<file path="config.mk">
export PLATFORM = sky130hd
export DESIGN_NAME = fixed_to_fp
export DESIGN_NICKNAME = d
export VERILOG_FILES = /design/src/rtl/fixed_to_fp.sv
export SDC_FILE = /design/constraint.sdc
export NUM_CORES = 1
export LEC_CHECK = 0
export ABC_AREA = 1
export ABC_CLOCK_PERIOD_IN_PS = 4000
export CORE_MARGIN = 4
export CORE_UTILIZATION = 50
export DETAILED_ROUTE_END_ITERATION = 12
export PLACE_DENSITY = 0.8
export SLEW_MARGIN = 20
export SYNTH_ARGS = -nofsm -noshare
export SYNTH_HDL_FRONTEND = slang
export SYNTH_SLANG_ARGS = --single-unit
</file>
<file path="constraint.sdc">
create_clock -name clk -period 4 [get_ports clk]
set_input_delay 0.6 -clock clk [delete_from_list [all_inputs] [get_ports clk]]
set_output_delay 0.6 -clock clk [all_outputs]
set_load 0.01 [all_outputs]
</file>
<file path="src/rtl/fixed_to_fp.sv">
// Signed 3.16 fixed-point to IEEE-754 single-precision converter with valid/ready handshakes.
// Build option FIXED_TO_FP_FAST_NORM_EN: single-cycle priority-encoder normalization instead of the iterative shifter.
module fixed_to_fp (
    input  logic        clk,
    input  logic        rst,
    input  logic        in_valid,
    output logic        in_ready,
    input  logic [18:0] in_data,
    output logic        out_valid,
    input  logic        out_ready,
    output logic [31:0] out_data
);

    // state | meaning
    // IDLE  | waiting for a sample, in_ready high
    // NORM  | normalizing the magnitude, k counts left shifts
    // OUT   | result held in out_data until out_ready
    typedef enum logic [1:0] {
        IDLE = 2'd0,
        NORM = 2'd1,
        OUT  = 2'd2
    } state_t;

    state_t      state, state_nxt;
    logic        sign, sign_nxt;
    logic [18:0] mag, mag_nxt;
    logic [4:0]  k, k_nxt;
    logic [31:0] out_data_nxt;

`ifdef FIXED_TO_FP_FAST_NORM_EN
    logic [4:0]  lz;
    logic [18:0] mag_norm;

    function automatic logic [4:0] lead_zeros(input logic [18:0] v);
        logic [4:0] n;
        n = 5'd19;
        for (int i = 0; i < 19; i++) begin
            if (v[i]) n = 5'(18 - i);
        end
        return n;
    endfunction
`endif

    assign in_ready  = (state == IDLE);
    assign out_valid = (state == OUT);

    always_ff @(posedge clk) begin
        if (rst) begin
            state    <= IDLE;
            sign     <= 1'b0;
            mag      <= '0;
            k        <= '0;
            out_data <= '0;
        end else begin
            state    <= state_nxt;
            sign     <= sign_nxt;
            mag      <= mag_nxt;
            k        <= k_nxt;
            out_data <= out_data_nxt;
        end
    end

    always_comb begin
        state_nxt    = state;
        sign_nxt     = sign;
        mag_nxt      = mag;
        k_nxt        = k;
        out_data_nxt = out_data;
`ifdef FIXED_TO_FP_FAST_NORM_EN
        lz       = lead_zeros(mag);
        mag_norm = mag << lz;
`endif
        case (state)
            IDLE: begin
                if (in_valid) begin
                    sign_nxt  = in_data[18];
                    // -4.0 negates to itself, which reads correctly as unsigned 0x40000
                    mag_nxt   = in_data[18] ? 19'(-in_data) : in_data;
                    k_nxt     = '0;
                    state_nxt = NORM;
                end
            end
            NORM: begin
                if (mag == '0) begin
                    // zero is always +0, whatever the sign bit
                    out_data_nxt = '0;
                    state_nxt    = OUT;
                end
`ifdef FIXED_TO_FP_FAST_NORM_EN
                else begin
                    k_nxt        = lz;
                    mag_nxt      = mag_norm;
                    out_data_nxt = {sign, 8'd129 - {3'b000, lz}, mag_norm[17:0], 5'b00000};
                    state_nxt    = OUT;
                end
`else
                else if (!mag[18]) begin
                    mag_nxt = mag << 1;
                    k_nxt   = k + 5'd1;
                end else begin
                    out_data_nxt = {sign, 8'd129 - {3'b000, k}, mag[17:0], 5'b00000};
                    state_nxt    = OUT;
                end
`endif
            end
            OUT: begin
                if (out_ready) state_nxt = IDLE;
            end
            default: state_nxt = IDLE;
        endcase
    end

endmodule

</file>
==> reports/results.txt, run 1 <==
Initial drt markers - 257
Post-Synth XOR/XNOR Area - 0%
Largest net degree at the start of global routing - 30
Detailed Route WL - 6702 um
Reg2Reg Capture Point - out_data[21]
Global-route wire length before repair - 11,220 um
Leak - 1.472 nW
Area leader, netlist - dfxtp_1
Fin crit share - 58.42%
Area of the core - 0.005574 mm^2
Status - finished, final reports clean
Worst hold path startpoint - out_data[11]
Tightest Pin Transition - 927.4 ps
GRT Overall Usage - 18.56%
Maximum VDD drop - 242.7 uV
Required time of the critical path - 4190 ps
FF-to-FF setup slack - 1660 ps
Share of the synthesized area in the top cell type - 37.10%
Share of post-route cells with drive strength above 1 - 4.183%
Seq/Total Area, Yosys - 37.10%
H-tree depth - 2
PnR Total Power - 1.258 mW
Post-CTS repair timing setup buffer count - 0
RD Place Congestion - 0.8954
Power per cell area - 358.3 mW/mm^2
Area contributors post-synth - dfxtp_1 (37%), nand2_1 (16%), nor2_1 (10%), a21oi_1 (8.6%), nand3_1 (6.4%)
Hold Path Stages - 2
Gate Count Post-Synth - 461
Wire length per cell - 11.68 um
Antenna cells - 0
Number of port buffers - 51
Final-report setup violation count - 0
Crit path launch type - flop
CP arrival - 2530 ps
CTS tree - done
Post-synthesis compound-gate area fraction - 14.34%
Worst-path clk slew - 90 ps
Max cap viols - 0
Clock latency on the worst-skew pair - 310 ps
Setup TNS - 0 ps
RSZ-0062 raised after global routing - no
Slowest cell on the critical path - nand2_1
Fin. Hold Viols - 0
Via density - 5.071
Starting Density - 52.28%
Tmin final - 2337 ps
Critical Path Max Stage Delay - 580 ps
Num rows - 27
Simple-gate area share of the yosys netlist - 36.24%
Clock Sinks - 54
Routed Antenna Nets - 0
Area share of fa/ha/maj cells after synthesis - 1.717%
CP cell instances - inv_1, nand2_1, inv_1, nand2_1, o21ai_0, nor2_1
Vias - 2,911
DP HPWL - 5006 um
Setup CP Type - reg -> reg
DRC violations left - 0
Gr ovfl total - 0
End of the worst hold path - out_data[11]
Total CTS buffers - 5
Root Driver - clkbuf_8
Largest family of logic cells by synthesized area - simple AND/OR/NAND/NOR gates
Layout area overhead - 20.44%
CP Capture Type - flop
Yosys Warn Count - 0
Height of the die - 84.34 um
Slew Limit Headroom - 38.02%
Die area - 0.007113 mm^2
Slew Limit Fails - 0
Drt pass-1 iters - 4
Syn Area/Cell - 6.321 um^2
Max clock buf depth - 2
Critical Path Fanout Max - 29
Number of global-route vias before repair - 2,543
#FFs+latches synth - 54
Mapped Area - 0.002914 mm^2
Fmax achieved - 428.0 MHz
Worst hold-check path type - reg -> reg
Initial antenna violation count - 0
Count of different cell masters after synthesis - 28
Reg2reg path depth - 6
Post-CTS Resized - 0
RR Startpoint - state[1]
Hold Buf Count CTS - 0
Clock skew - 6.928 ps
Layout Nets - 528
Die width - 84.34 um
Post-synthesis mux area share - 0%
IO Count - 57
[sequential cells by signal (all words and copies together) (netlist names)]
| name | count |
|---|---|
| out_data | 27 |
| mag | 19 |
| state | 2 |
| sign | 1 |
| k | 5 |
[report_power, final]
part	internal, mW	total (mW)	switching (mW)
clock	0.188	0.366	0.179
combinational	0.107	0.283	0.175
sequential	0.576	0.609	0.0322
total	0.872	1.26	0.386
[final cells by class]
class / instances / area (um^2)
inverters: 40 / 150.1
well taps: 72 / 90.09
flip-flops and latches: 54 / 1081
multi-input cells: 346 / 1543
repair buffers: 54 / 533.0
clock inverters: 3 / 43.79
clock buffers: 5 / 68.82
fillers: 542 / 2064
[through the flow]
| stage | instance area (um^2) | hold WS (ps) | util [%] | cells | setup slack [ps] |
|---|---|---|---|---|---|
| finish | 3510 | 463.8 | 62.96 | 574 | 1663 |
| global route | 3510 | 487.7 | 62.96 | 574 | 1399 |
| CTS | 3510 | 468.1 | 62.96 | 574 | 1660 |
| floorplan | 2929 | 441.3 | - | 465 | 2368 |
| detailed placement | 3397 | 453.8 | 60.94 | 566 | 1472 |
| global placement | 3397 | 449.5 | 60.94 | 566 | 1542 |
[Yosys cell counts]
library cell and instances:
nand3_1 37, nand3b_1 4, nor2_4 1, buf_6 3, inv_1 38, or2_2 2
o21ai_0 27, o22ai_1 1, nor2_1 78, nand2_4 1, buf_1 2, nor3_1 3
conb_1 1, a21oi_1 50, o21ai_1 2, nand3_2 1, nor2_2 1, a21boi_0 1
nand2_1 125, inv_2 2, buf_2 7, a21oi_2 1, nand4_1 1, dfxtp_1 54
ha_1 4, buf_4 8, clkbuf_1 5, nand2_2 1
[layout by cell type, fill, tap and decap left out, types with 5 or more instances in the layout]
master / netlist / layout
nand2_1: 125 / 125
nor2_1: 78 / 78
dfxtp_1: 54 / 54
clkdlybuf4s50_1: 0 / 51
a21oi_1: 50 / 50
inv_1: 38 / 38
nand3_1: 37 / 37
o21ai_0: 27 / 27
conb_1: 1 / 5
clkbuf_8: 0 / 5
[cells by family (layout without fill, tap and decap cells)]
| family | Yosys count | after routing |
|---|---|---|
| AOI/OAI and AO/OA | 82 | 82 |
| adders and majority gates | 4 | 4 |
| buffers and inverters | 65 | 102 |
| DFF | 54 | 54 |
| other | 1 | 5 |
| and+or+nand+nor | 255 | 255 |
[worst max-delay path: cells and delay by family, from the launching register on]
family	cells	cell delay, ps
AO/OA/AOI/OAI	1	460
flip-flops	1	320
buffers and inverters	2	350
AND/OR/NAND/NOR	3	1080
[worst max path at each step]
stage	start	endpoint	slack, ps	depth (start not counted)
final	state[1]	out_data[21]	1660	6
after global routing	state[1]	out_data[21]	1400	6
after CTS	state[1]	out_data[21]	1660	6
after detailed placement	in_data[18]	mag[2]	1470	7
after global placement	in_data[18]	mag[2]	1540	7
after floorplan	in_data[1]	mag[12]	2370	9
[layer usage]
layer  wire [um]  GRT usage, %  up-vias
met2        3038         31.21       67
li1            -             -     1539
met3         353         3.238       15
met5           0             0        -
met1        3166         24.49     1290
met4         143         5.324        0
Power figures use the tool's default switching activity.
==> run 2: changes to the inputs <==
ABC_CLOCK_PERIOD_IN_PS = 1960   (was 4000)
CORE_UTILIZATION = 47   (was 50)
PLACE_DENSITY = 0.78   (was 0.8)
clock period = 1.96 ns   (was 4 ns; I/O delays follow)
==> run 2 against run 1 <==
Sequential cell count unchanged; total power up 97%; sequential share of layout area down 0.40 points; clock power up 75%; final cell count up 1.9%; clock-buffer cell count up 1; die area up 5.8%; critical path depth down 3; critical endpoint is now out_valid; largest power group unchanged; highest routed layer unchanged.
==> reports/results.txt, run 2 (synthesis results as in run 1) <==
Status - finished, final reports clean
Antenna cells - 0 (unchanged)
Most common cell after layout, fill and taps aside - nand2_1
Initial drt markers - 188 (-27%)
RSZ-0062 raised after global routing - no
Area of the core - 0.005956 mm^2 (+6.8%)
CTS tree - done
Hold Buf Count CTS - 0 (unchanged)
Final-report setup violation count - 0 (unchanged)
Slowest cell on the critical path - clkdlybuf4s50_1
Largest net degree at the start of global routing - 25 (-17%)
Max clock buf depth - 2 (unchanged)
Number of flip-flops in the largest register - 27 (unchanged)
Critical Path Max Stage Delay - 550 ps (-30 ps)
Wire length per cell - 11.50 um (-1.5%)
Setup TNS - 0 ps (unchanged)
Fin. Hold Viols - 0 (unchanged)
Post-CTS repair timing setup buffer count - 0 (unchanged)
Gr ovfl total - 0 (unchanged)
Worst-path clk slew - 90 ps (about the same)
IO Count - 57 (unchanged)
Required time of the critical path - 1670 ps (-2520 ps)
Die width - 86.74 um (+2.8%)
Detailed Route WL - 6727 um (+0.37%)
Slew Limit Fails - 0 (unchanged)
Initial antenna violation count - 0 (unchanged)
H-tree depth - 2 (unchanged)
Tmin final - 1649 ps
DP HPWL - 5177 um (+3.4%)
Number of global-route vias before repair - 2,647 (+4.1%)
Fin crit share - 84.14%
Clock latency on the worst-skew pair - 310 ps (about the same)
Fin util - 59.71% (-3.3 points)
CP cell instances - inv_1, nor2_1, clkdlybuf4s50_1
FF-to-FF setup slack - 450 ps (-1210 ps)
Combinational Power Share - 23.9% (+1.4 points)
CP arrival - 1360 ps (-1170 ps)
Setup CP Type - reg -> out
Reg power frac - 50.3% (+1.9 points)
DRC violations left - 0 (unchanged)
Total CTS buffers - 5 (unchanged)
PnR Total Power - 2.473 mW (+97%)
RD Place Congestion - 0.9332 (+4.2%)
Max cap viols - 0 (unchanged)
Commonest non-fill, non-tap cells in the layout - nand2_1 (125), nor2_1 (78), dfxtp_1 (54), clkdlybuf4s50_1 (51), a21oi_1 (50)
Fill cells - 597 (+10%)
Starting Density - 48.93% (-3.3 points)
Height of the die - 86.74 um (+2.8%)
Clock Sinks - 54 (unchanged)
Clock skew - 6.473 ps (-0.4547 ps)
Via density - 5.012 (-1.2%)
Post-CTS Resized - 0 (unchanged)
Worst hold-check path type - reg -> reg
Internal power - 1.696 mW (+95%)
Setup ws final - 310.9 ps (-1352 ps)
Largest Register - out_data
Critical Path Fanout Max - 2 (-93%)
Crit path launch type - flop
Multi-input combinational cell area - 0.001543 mm^2 (unchanged)
Regs by FF count - out_data (27), mag (19), k (5)
Die area - 0.007524 mm^2 (+5.8%)
Fmax achieved - 606.4 MHz
NetSw - 776.9 uW (+100%)
Routed Antenna Nets - 0 (unchanged)
Maximum VDD drop - 387.7 uV (+60%)
Global-route wire length before repair - 11,540 um (+2.8%)
Clock power frac - 25.8% (-3.3 points)
Root Driver - clkbuf_8
Vias - 2,932 (+0.72%)
Worst slack at placement - 55.61 ps (-1416 ps)
CP Capture Type - primary output
Layout Nets - 536 (+1.5%)
Power per cell area - 695.5 mW/mm^2 (+94%)
Number of port buffers - 51 (unchanged)
Drt pass-1 iters - 4 (unchanged)
Layout area overhead - 22.03%
Num rows - 28 (+3.7%)
Switching Share - 31.41% (+0.71 points)
Leak - 1.497 nW (+1.7%)
GRT Overall Usage - 18.70% (+0.14 points)
Share of post-route cells with drive strength above 1 - 5.686% (+1.5 points)
Reg area - 0.001081 mm^2 (unchanged)
## run 2: critical path: cells and delay by family (launching register included)
kind | cells | cell delay [ps]
simple gates | 1 | 120
buf+inv | 2 | 600
flops | 1 | 340
## run 2: final cells by class
| type | count | share of cell area, % |
|---|---|---|
| clock buffers | 6 | 2.322 |
| clock inverters | 2 | 0.3519 |
| inverters | 40 | 4.222 |
| multi-input cells | 346 | 43.38 |
| flip-flops and latches | 54 | 30.40 |
| well taps | 75 | 2.639 |
| repair buffers | 62 | 16.68 |
## run 2: power by group through the flow
stage / Sequential, mW / Combinational [mW] / Clock, mW
floorplan: 1.25 / 0.421 / 0
global placement: 1.27 / 0.577 / 0
detailed placement: 1.27 / 0.587 / 0
CTS: 1.24 / 0.590 / 0.657
global route: 1.26 / 0.672 / 0.706
finish: 1.24 / 0.591 / 0.639
## run 2: worst paths after layout
kind,to,start,cells past startpoint
worst max-delay path,out_valid,state[1],3
worst min-delay path,out_data[25],out_data[25],2
worst max register to register,out_data[21],state[1],9
worst min register to register,out_data[25],out_data[25],2
## run 2: stage by stage
stage / hold WS (ps) / std cells / cell area [um^2]
3_5_place_dp: 454.4 / 577 / 3461
5_1_grt: 485.0 / 585 / 3556
3_3_place_gp: 448.5 / 577 / 3461
4_1_cts: 468.6 / 585 / 3556
2_1_floorplan: 441.3 / 465 / 2929
6_report: 463.9 / 585 / 3556
## run 2: layer usage
metal / share of wire [%] / vias to the layer above / wire length [um] / GRT usage (%)
met5: 0 / - / 0 / 0
met4: 1.3 / 0 / 90 / 5.099
met3: 5.6 / 9 / 378 / 3.992
met2: 46 / 75 / 3087 / 31.29
met1: 47 / 1293 / 3171 / 24.34
li1: - / 1555 / - / -
